$ cat src/rtl/display_pkg.sv
// display_pkg: constants and small helpers shared by the display scanner.
// A dark digit is signalled to the segment decoder as DARK_CODE.
package display_pkg;
   localparam logic [3:0] DARK_CODE = 4'hF;
   localparam int DEF_NUM_DIGITS = 8;
   localparam int DIGIT_W = 4;
   function automatic int field_lsb(input int i);
      return i * DIGIT_W;
   endfunction
   function automatic int cnt_w(input int div);
      return div > 1 ? $clog2(div) : 1;
   endfunction
endpackage

$ cat src/rtl/tick_gen.sv
// tick_gen: free-running modulo-DIV counter; tick is high while the count sits at DIV-1.
module tick_gen
   import display_pkg::*;
#(
   parameter int DIV = 4
) (
   input  logic                   clk,
   input  logic                   rst,
   output logic [cnt_w(DIV)-1:0]  count,
   output logic                   tick
);
   localparam int W = cnt_w(DIV);
   assign tick = count == W'(DIV - 1);
   always_ff @(posedge clk or posedge rst)
      if (rst) count <= '0;
      else count <= tick ? '0 : count + 1'b1;
endmodule

$ cat src/rtl/digit_scan.sv
// digit_scan: time-multiplexed 7-segment digit scanner with per-frame snapshot,
// blank/blink/leading-zero darkening and an anti-ghost guard at each slot start.
module digit_scan
   import display_pkg::*;
#(
   parameter int NUM_DIGITS   = DEF_NUM_DIGITS,
   parameter int REFRESH_DIV  = 50000,
   parameter int GUARD_CYCLES = 500,
   parameter int BLINK_DIV    = 25000000
) (
   input  logic                    clk,
   input  logic                    rst,
   input  logic                    en,
   input  logic [4*NUM_DIGITS-1:0] digits,
   input  logic [NUM_DIGITS-1:0]   blank_mask,
   input  logic [NUM_DIGITS-1:0]   blink_mask,
   input  logic                    lz_en,
   output logic [3:0]              num,
   output logic [NUM_DIGITS-1:0]   an,
   output logic                    frame_start
);
   localparam int CW = cnt_w(REFRESH_DIV);
   localparam int IW = cnt_w(NUM_DIGITS);
   localparam logic [CW-1:0] GUARD = CW'(GUARD_CYCLES);
   logic [CW-1:0] cnt;
   logic [cnt_w(BLINK_DIV)-1:0] blink_cnt_unused;
   logic tick, blink_tick, blink_phase, snap_lz, loaded, wrap, above;
   logic [IW-1:0] idx;
   logic [4*NUM_DIGITS-1:0] snap;
   logic [NUM_DIGITS-1:0] snap_blank, snap_blink, sup, dark, sel;
   logic [3:0] cur;
   tick_gen #(.DIV(REFRESH_DIV)) u_slot (.clk, .rst, .count(cnt), .tick);
   tick_gen #(.DIV(BLINK_DIV)) u_blink (.clk, .rst, .count(blink_cnt_unused), .tick(blink_tick));
   assign wrap = tick && idx == IW'(NUM_DIGITS - 1);
   // Scan from the top digit down; a zero is suppressed only while everything above it is zero or blank.
   always_comb begin
      above = 1'b1;
      sup = '0;
      for (int i = NUM_DIGITS - 1; i > 0; i--) begin
         sup[i] = snap_lz && above && snap[field_lsb(i) +: 4] == 4'h0;
         above = above && (snap[field_lsb(i) +: 4] == 4'h0 || snap_blank[i]);
      end
      dark = snap_blank | (snap_blink & {NUM_DIGITS{blink_phase}}) | sup;
      cur = DARK_CODE;
      for (int i = 0; i < NUM_DIGITS; i++) begin
         sel[i] = idx == IW'(i);
         cur = sel[i] ? snap[field_lsb(i) +: 4] : cur;
      end
   end
   always_ff @(posedge clk or posedge rst)
      if (rst) begin
         idx         <= '0;
         snap        <= '1;
         snap_blank  <= '0;
         snap_blink  <= '0;
         snap_lz     <= 1'b0;
         loaded      <= 1'b0;
         blink_phase <= 1'b0;
         frame_start <= 1'b0;
         num         <= DARK_CODE;
         an          <= '1;
      end else begin
         idx         <= wrap ? '0 : idx + IW'(tick);
         snap        <= wrap ? digits : snap;
         snap_blank  <= wrap ? blank_mask : snap_blank;
         snap_blink  <= wrap ? blink_mask : snap_blink;
         snap_lz     <= wrap ? lz_en : snap_lz;
         loaded      <= loaded | wrap;
         blink_phase <= blink_phase ^ blink_tick;
         frame_start <= wrap;
         num         <= (!en || |(dark & sel)) ? DARK_CODE : cur;
         an          <= (!en || !loaded || cnt < GUARD) ? '1 : ~sel;
      end
endmodule
$ cat config.mk
export PLATFORM = sky130hd
export DESIGN_NAME = digit_scan
export DESIGN_NICKNAME = d
export VERILOG_FILES = /design/src/rtl/display_pkg.sv /design/src/rtl/tick_gen.sv /design/src/rtl/digit_scan.sv
export SDC_FILE = /design/constraint.sdc
export NUM_CORES = 1
export LEC_CHECK = 0
export ABC_AREA = 1
export CAP_MARGIN = 10
export CORE_MARGIN = 8
export CORE_UTILIZATION = 56
export CTS_CLUSTER_DIAMETER = 40
export CTS_CLUSTER_SIZE = 14
export DETAILED_ROUTE_END_ITERATION = 10
export GPL_TIMING_DRIVEN = 1
export HOLD_SLACK_MARGIN = 0.06
export PLACE_DENSITY = 0.83
export SYNTH_ARGS = -nofsm -noshare
export SYNTH_HDL_FRONTEND = slang
export SYNTH_SLANG_ARGS = --single-unit
$ cat constraint.sdc
create_clock -name clk -period 3.5 [get_ports clk]
set_clock_uncertainty 0.1 [all_clocks]
set_input_delay 0.35 -clock clk [delete_from_list [all_inputs] [get_ports clk]]
set_output_delay 0.35 -clock clk [all_outputs]
set_load 0.01 [all_outputs]
# Yosys cells after proc, flatten, opt, wreduce, memory -nomap -nowiden
# Cells that the tools add are included.
# word_totals
romBits	0
ramBits	0
mem_count	0
register_bits	108
elab_cells	84
latch_bits	0
# op_classes
add_sub_neg	3
magnitude_cmp	1
n_mux	13
shifts	0
eq_ne	9
div	0
n_bitwise	7
n_mul	0
reduce_logical	39
# op_table
cell	count
4-bit 2-to-1 mux	9
4-bit logical NOT	7
25-bit by 1-bit adder with 25-bit output, second input constant	1
25-bit == test, second input constant	1
25-bit 2-to-1 mux	1
1-bit logical AND	19
16-bit by 1-bit adder with 16-bit output, second input constant	1
8-bit AND	2
16-bit == test, second input constant	1
16-bit by 9-bit < comparator with 1-bit output, second input constant	1
16-bit 2-to-1 mux	1
8-bit OR	2
3-bit == test, second input constant	4
1-bit logical OR	9
8-bit 2-to-1 mux	1
8-bit inverter	1
8-bit OR reduction	1
3-bit by 2-bit == test with 1-bit output, second input constant	2
3-bit by 1-bit adder with 3-bit output	1
3-bit by 1-bit == test with 1-bit output, second input constant	1
3-bit logical NOT	1
3-bit 2-to-1 mux	1
1-bit logical NOT	2
1-bit OR	1
1-bit bitwise XOR	1

# Logic depth before layout (Yosys ltp)
# Gate-level depths: netlist of run 1.
# logic_depth
ltp_word	14
ltp_mapped	11

# By module
# A second synthesis of run 1 with hierarchy kept.
# unflattened
hier_cells	719
hier_area_um2	5566.6
# by_module_without_submodules
module	n_inst	cells_per_inst	area_each_um2
digit_scan	1	383	3148.0
tick_gen at u_blink	1	214	1537.7
tick_gen at u_slot	1	122	880.8

# Worst setup path before layout of run 1
# No wires, ideal clock.
# synth_timing
path_kind	register -> register
start	reg u_slot.count[0]
end	reg idx[2]
required_ns	3.337
arrival_time_ns	1.831
setup_time_ns	0.063
stages_incl_launch_ff	11
slack_ns	1.506
path_buffers	0
path_cell_list	dfrtp_1 -> ha_1 -> nand2_1 -> nor2_2 -> nand3_1 -> nor4_4 -> ha_1 -> ha_1 -> xor2_1 -> nand2_1 -> inv_1
# synth_between
elab_chain_cells	3
# synth_lines
element	line_no	text
start: declaration	tick_gen.sv:9	output logic [cnt_w(DIV)-1:0] count,
start signal: assignment	tick_gen.sv:16	else count <= tick ? '0 : count + 1'b1;
16-bit == test *	tick_gen.sv:13	assign tick = count == W'(DIV - 1);
3-bit by 1-bit adder with 3-bit output / 1-bit logical AND (equally long branches)	digit_scan.sv:63, digit_scan.sv:34	
3-bit 2-to-1 mux *	digit_scan.sv:63	idx <= wrap ? '0 : idx + IW'(tick);
end signal: assignment	digit_scan.sv:63	
end: declaration	digit_scan.sv:28	logic [IW-1:0] idx;
# Mark *: on every way between the ends. The rest lies on a longest branch, timed or not.
# A chain may end at the register's enable or synchronous reset.

# Worst setup path after layout of run 1
# layout_timing
start	reg u_slot.count[0]
end	reg snap[30]
# layout_between
elab_chain_cells	2
# layout_lines
element	line_no	text
16-bit == test	tick_gen.sv:13	
1-bit logical AND	digit_scan.sv:34	assign wrap = tick && idx == IW'(NUM_DIGITS - 1);
end signal: assignment	digit_scan.sv:64	snap <= wrap ? digits : snap;
end: declaration	digit_scan.sv:29	logic [4*NUM_DIGITS-1:0] snap;
# Every way passes these cells.

==> impl.org, run 1 <==
** Status
- Outcome :: complete, no violations

** Clock tree
- H-tree level count :: 3
- Resize count post-CTS :: 0
- Latest clock arrival within the worst-skew pair :: 370 ps
- Counting the buffers created by CTS gives 9.
- Buffers inserted to repair hold after CTS numbered 0.
- TritonCTS built the clock tree.
- Buffers added to address setup during post-CTS repair amount to 0.
- The tree is rooted in a clkbuf_8.
- The clock net in this run drives a total of 108 sinks.
- Counting along the longest clock path gives a buffer depth of 2.
- Clock transition at the registers of the reported paths :: 100 ps

** Global routing
- Global routing finished with a remaining overflow of 0.
- Global-route wire length before repair :: 21,000 µm
- Number of global-route vias before repair :: 4,631
- Overall track demand over capacity in global routing :: 0.197
- Maximum number of pins on one net before global-route repair :: 74
- The initial antenna violation count was 0.

** Yosys
- The share of synthesized area in the top cell type comes to 0.292.
- Average instance area after synthesis :: 8.33 µm²
- Yosys cell types :: 37
- Post-Synthesis Cells :: 658
- Top cells by area, synth :: dfrtp_1, dfstp_2, nand2_1
- Register bit count reported by yosys :: 108
- The mapped netlist covers 5480 µm².
- When the netlist entered floorplanning its net count stood at 714.
- For this run, the register share of the synthesized area comes to 0.503.
- Post-synth top area cell :: dfrtp_1
- The Yosys step of the flow raised 0 warnings.

** Timing
- Setup TNS :: 0 ps
- Setup repair after global routing missed its margin :: false
- The worst pin sits at a relative slew slack of 0.340.
- Slew at the pin closest to its max-slew limit :: 982 ps
- Number of hold-slack violations in the final timing report :: 0
- Subtracting the final worst setup slack from the clock period gives 2790 ps.
- For this run, the top clock speed supported by timing is 358 MHz.
- Period utilisation layout :: 0.798
- The number of pins with negative max-slew slack in the final report came to 0.
- Final-report setup violation count :: 0

** Floorplan
- Vert. Die Dim :: 115 µm
- The die covers 13,200 µm².
- In this run the horizontal extent of the chip is 115 µm.
- Starting Density :: 0.569
- In this run the core area contains 36 standard-cell rows.
- Core ar. :: 9640 µm²
- Total I/O pin count :: 65

** Placed design
- Counting tap cells, the placed design contains a total of 844 instances.
- Summed over all nets, the half-perimeter wirelength after detailed placement is 9210 µm.
- Placement Cell Area :: 6210 µm²
- Port buffering added 64 buffers.
- Final RePlAce weighted congestion :: 0.928

** Critical path
- Combined buffer and inverter count along the critical path :: 1
- Element type at the critical path start :: flip-flop
- The worst setup path is captured at a flip-flop.
- Delay contributed by the slowest stage of the critical path :: 580 ps
- Maximum fanout count along the critical path :: 73
- The kind of cell with the highest combined delay along the critical path is simple AND/OR/NAND/NOR gates.
- Type of the worst setup path :: flip-flop to flip-flop
- Cell-by-cell trace of the critical path :: ha_1, nand2_1, nor2_2, nand3_1, nor4_4, nand2_4, clkinv_4, nand2_1, nand2_1
- The slowest stage of the critical path is the clkinv_4 cell.
- Arrival time of data at the critical path endpoint :: 3010 ps
- Most frequent CP cell :: nand2_1
- R2r setup slk :: 710 ps
- STA puts the critical path data required time at 3720 ps.

** Power and ir drop
- Of the total power, the share spent switching nets is 0.225.
- For this design the total switching power over the nets is 0.000461 W.
- Fraction of power consumed by the clock network :: 0.345
- Combinational fraction of design power :: 0.044
- The internal portion of the total power is 0.00158 W.
- The analysis attributes to cell leakage a power of 2.95 nW.
- Max IR drop VDD :: 0.166 mV
- For this design the ratio of total power to cell area is 321 nW/µm².
- Sequential share of power :: 0.611

** Finish
- The repair_antennas step left the layout with diodes totalling 0.
- The final layout contains 778 nets.
- Layout Area Growth over Synthesis :: 16.4%
- Layout cells sized above 1 :: 0.154
- Final core utilization :: 0.662
- Number of standard cells in the layout, taps in and fillers out :: 860
- The finished cells cover 6380 µm².

** Detailed routing
- Using the TritonRoute via totals, the vias-per-cell ratio works out to 5.30.
- The detail route stage leaves a number of antenna-violating nets equal to 0.
- Post-detailed-routing wire length :: 12,400 µm
- Number of iterations in the first detailed-routing pass :: 5
- Across all layers, the routed design uses 4,556 vias.
- The detailed router finished its first iteration with 446 violations.
- After detailed routing, the number of remaining DRC violations is 0.
- Routed len/inst :: 14.4 µm

** Min path
- The min-delay analysis places its worst path in the category primary input to asynchronous set/reset pin.

** Run
- Max-cap violations in this run came to 0.
cell usage after synthesis, drive strengths merged:
master	count
nand2	202
inv	82
nor2	67
dfrtp	64
dfstp	44
o21ai	30
nand3	29
nor3	26
a21oi	22
xor2	22
nand4	20
nor4	13
buf	10
ha	4
clkbuf	3
nand3b	3
nor3b	3
a21boi	2
a31oi	2
o21a	2
or2	2
clkinv	1
nor4b	1
o211a	1
o21bai	1
or4	1
xnor2	1
routing by layer:
layer	GRT usage	wire length (µm)	vias up
met5	0	0	-
met4	0.0692	246	0
met3	0.0394	611	22
met2	0.340	6220	149
met1	0.240	5300	2148
li1	-	-	2237
flip-flops by register name, indices dropped and copies added, names as in the netlist, 3 cells and up:
signal and flops:
u_slot.count 16, snap 32, an 8, idx 3, num 4, snap_blank 8, snap_blink 8, u_blink.count 25
path summary, 6_finish.rpt:
kind                            cells after the start             from                end
worst max-delay path                                9  u_slot.count[0]           snap[30]
worst min-delay path                                2              rst  u_blink.count[20]
worst max register to register                      9  u_slot.count[0]           snap[30]
worst min register to register                      1  u_slot.count[0]    u_slot.count[0]
max in group asynchronous                           3              rst            snap[5]
min in group clk                                    3       digits[26]           snap[26]
cells by family after synthesis:
kind of cell,count (synthesis),synth area share
flops,108,0.503
compound gates,60,0.0721
simple gates,367,0.301
xor+xnor,23,0.0367
fa+ha+maj,4,0.00913
buf+inv,96,0.0783
area by class of cell:
cell class,count,area (µm²)
fillers,795,3260
flip-flops and latches,108,2760
multi-input cells,454,2290
repair buffers,66,668
inverters,83,319
well taps,133,166
clock buffers,11,141
clock inverters,5,35.0
power groups by stage:
stage	sequential, W	clock [W]	combinational [W]
after floorplan	0.00127	0	0.0000191
after global placement	0.00127	0	0.0000922
after detailed placement	0.00127	0	0.0000928
after CTS	0.00125	0.000717	0.0000930
after global routing	0.00125	0.000774	0.0000992
final	0.00125	0.000706	0.0000903
layout by cell type, fill, tap and decap left out, types with 22 or more instances in the layout:
cell type,n
dfrtp_1,64
nor2_1,65
xor2_1,22
nor3_1,25
inv_1,79
nand3_1,29
clkdlybuf4s50_1,64
dfstp_2,44
a21oi_1,22
nand2_1,181
per-stage QoR:
step	setup WS (ps)	total power (W)	hold slack (ps)
after floorplan	277	0.00129	333
after global placement	878	0.00136	343
after detailed placement	730	0.00136	367
after CTS	704	0.00206	338
after global routing	437	0.00212	347
final	709	0.00205	306
Power figures use the tool's default switching activity.
==> inputs of run 2 (changes only) <==
--- a/config.mk
+++ b/config.mk
@@ -8,13 +8,13 @@
 export ABC_AREA = 1
 export CAP_MARGIN = 10
 export CORE_MARGIN = 8
-export CORE_UTILIZATION = 56
+export CORE_UTILIZATION = 51
 export CTS_CLUSTER_DIAMETER = 40
 export CTS_CLUSTER_SIZE = 14
 export DETAILED_ROUTE_END_ITERATION = 10
 export GPL_TIMING_DRIVEN = 1
 export HOLD_SLACK_MARGIN = 0.06
-export PLACE_DENSITY = 0.83
+export PLACE_DENSITY = 0.8
 export SYNTH_ARGS = -nofsm -noshare
 export SYNTH_HDL_FRONTEND = slang
 export SYNTH_SLANG_ARGS = --single-unit
==> constraint.sdc (replaced) <==
create_clock -name clk -period 2.3 [get_ports clk]
set_clock_uncertainty 0.1 [all_clocks]
set_input_delay 0.23 -clock clk [delete_from_list [all_inputs] [get_ports clk]]
set_output_delay 0.23 -clock clk [all_outputs]
set_load 0.01 [all_outputs]
==> impl.org, run 2 (same netlist as run 1, synthesis figures left out) <==
** Clock tree
- Number of buffers created by CTS :: 9 (unchanged)
- The tree is rooted in a clkbuf_8.
- Resize count post-CTS :: 0 (unchanged)
- Clock transition at the registers of the reported paths :: 100 ps (about the same)
- CTS tree :: built
- The number of sinks handled by clock tree synthesis came to 108 (unchanged).
- The clock latency at the later pin of the worst-skew pair is 370 ps (about the same).
- The maximum buffer depth of the clock tree came to 2 (unchanged).
- The number of levels the H-tree was split into was 3 (unchanged).
- The buffers inserted during post-CTS setup optimization came to 0 (unchanged).
- Cts-stage hold buffer count :: 0 (unchanged)

** Finish
- The largest registers in the layout are snap (32), u_blink.count (25), u_slot.count (16).
- The library cell used most frequently in the layout, excluding fill and tap cells, is nand2_1.
- Flip-flop count of the largest register, all copies and words added :: 32 (unchanged)
- Layout Area Growth over Synthesis :: 20.1%
- Layout cells sized above 1 :: 0.172 (+0.0182)
- Diodes inserted :: 0 (unchanged)
- More flip-flops sit in one register than any other, and that register is snap.
- Total non-filler cell area in the finished layout :: 6590 µm² (+3.2%)
- Count of nets after finishing :: 794 (+2.1%)
- Commonest cells after routing, fill and taps aside :: nand2_1, inv_1, nor2_1

** Power and ir drop
- Pwr Total :: 0.00323 W (+58%)
- Fraction of power consumed by the clock network :: 0.364 (+0.019)
- The net switching component of the power was 0.000721 W (+56%).
- Internal power contribution :: 0.00250 W (+58%)
- Switching power as a share of total power :: 0.223 (-0.00203)
- The combinational power share came to 0.046 (+0.002).
- The static power due to leakage was 3.04 nW (+3.2%).
- The maximum VDD drop came to 0.362 mV (+120%).
- Sequential share of power :: 0.590 (-0.021)
- The power density over the cells is 490 nW/µm² (+53%).

** Global routing
- Overall track demand over capacity in global routing :: 0.186 (-0.0108)
- Overall overflow remaining after global route :: 0 (unchanged)
- The wire length of the first global-routing pass is 22,000 µm (+4.8%).
- The number of global-route vias before repair was 4,565 (-1.4%).
- Maximum number of pins on one net before global-route repair :: 32 (-57%)
- The initial antenna violation count is 0 (unchanged).

** Timing
- The final-report hold violation count came to 0 (unchanged).
- Number of pins with negative max-slew slack in the final report :: 0 (unchanged)
- The relative slew slack came to 0.654 (+0.314).
- Highest attainable clock frequency :: 483 MHz (+35%)
- Final-report setup violation count :: 0 (unchanged)
- The shortest period the worst path allows was 2070 ps (-721 ps).
- Setup repair after global routing missed its margin :: false
- Period utilisation layout :: 0.900 (+0.103)
- The summed negative setup slack over all endpoints came to 0 ps (unchanged).
- The slew at the pin closest to its max-slew limit is 511 ps (-471 ps).

** Floorplan
- Standard-cell rows :: 38 (+5.6%)
- Die boundary width :: 120 µm (+4.1%)
- Die outline area :: 14,300 µm² (+8.4%)
- Core ar. :: 10,700 µm² (+10%)
- The starting utilization of the core area came to 0.515 (-0.0540).
- Total I/O pin count :: 65 (unchanged)
- Vert. Die Dim :: 120 µm (+4.1%)

** Placed design
- The global placement routability congestion was 0.920 (-0.82%).
- Detail Placement HPWL :: 9980 µm (+8.4%)
- The placed instance area was 6390 µm² (+2.9%).
- Count of buffers inserted at the top-level ports :: 64 (unchanged)

** Detailed routing
- Number of design-rule violations left by the first detailed-router iteration :: 292 (-35%)
- The count of vias placed by the detailed router was 4,546 (-0.22%).
- The via count normalized by instance count was 5.15 (-2.8%).
- The wire length per cell came to 14.6 µm (+1.8%).
- Antenna viol nets, final :: 0 (unchanged)
- The total wirelength of the detailed-routed design is 12,900 µm (+4.5%).
- Number of iterations in the first detailed-routing pass :: 5 (unchanged)
- The remaining routing DRC violations came to 0 (unchanged).

** Critical path
- The delay contributed by the slowest stage of the critical path came to 380 ps (-200 ps).
- Cell at the slowest stage of the critical path :: dfrtp_1
- The setup path with the least slack is of type flip-flop to flip-flop.
- Counting stages on the worst path, the most repeated cell is nand2_1.
- Sort of element at the end of the critical path :: flip-flop
- STA classifies the critical path startpoint as a flip-flop.
- The buffering stage count on the worst path with inverters included was 2 (+1).
- The signal on the critical path passes through ha_1, nand2_1, nor2_2, nand3_1, nor4_4, nand2_4, clkinv_4, buf_4, nand2_1, o21ai_1.
- The biggest fanout along the worst timing path came to 19 (-74%).
- Arrival time of data at the critical path endpoint :: 2270 ps (-740 ps)
- Critical path data required time :: 2500 ps (-1220 ps)
- Top Family by Delay on Critical Path :: simple AND/OR/NAND/NOR gates

** Run
- The max-cap check violation count was 0 (unchanged).

** Min path
- The path class of the tightest hold or removal check is primary input to asynchronous set/reset pin.

** Status
- The run finished with clean final reports.
[run 2: changes by cell type in the layout (fill, tap and decap cells not counted)]
cell        change
clkinvlp_4      +2
inv_4           -1
clkinv_2        -2
buf_12          +4
clkbuf_8        -1
clkinv_4        +1
buf_4          +12
bufinv_16       +1
[run 2: final timing paths]
kind	start	endpoint	slack [ps]	depth (start not counted)
worst max-delay path	u_slot.count[0]	snap_blank[6]	230	10
worst min-delay path	rst	u_slot.count[12]	140	2
worst max register to register	u_slot.count[0]	snap_blank[6]	230	10
worst min register to register	u_slot.count[0]	u_slot.count[0]	370	1
max in group asynchronous	rst	snap[31]	1380	3
min in group clk	digits[25]	snap[25]	260	3
[run 2: power by group through the flow]
stage,clock network (W),logic (W),registers [W]
after floorplan,0,0.0000296,0.00194
after global placement,0,0.000150,0.00194
after detailed placement,0,0.000152,0.00194
after CTS,0.00120,0.000152,0.00190
after global routing,0.00127,0.000163,0.00190
final,0.00117,0.000149,0.00190
[run 2: area by class of cell]
class | instances | area, µm²
Clock inverter | 6 | 71.3
Sequential cell | 108 | 2760
Timing Repair Buffer | 82 | 838
Inverter | 83 | 320
Fill cell | 915 | 4070
Multi-Input combinational cell | 454 | 2290
Clock buffer | 10 | 128
Tap cell | 140 | 175
[run 2: through the flow]
step | setup slack, ps | utilization | hold WS, ps | cells
6_report | 229 | 0.618 | 144 | 883
3_3_place_gp | 337 | 0.600 | 342 | 867
2_1_floorplan | 306 | - | 220 | 658
4_1_cts | 202 | 0.618 | 150 | 883
5_1_grt | 29.1 | 0.618 | 167 | 883
3_5_place_dp | 235 | 0.600 | 356 | 867
[run 2: routing by layer]
metal | share of wire | global-route usage
met5 | 0 | 0
met4 | 0.016 | 0.0593
met2 | 0.48 | 0.309
met3 | 0.042 | 0.0254
met1 | 0.47 | 0.248
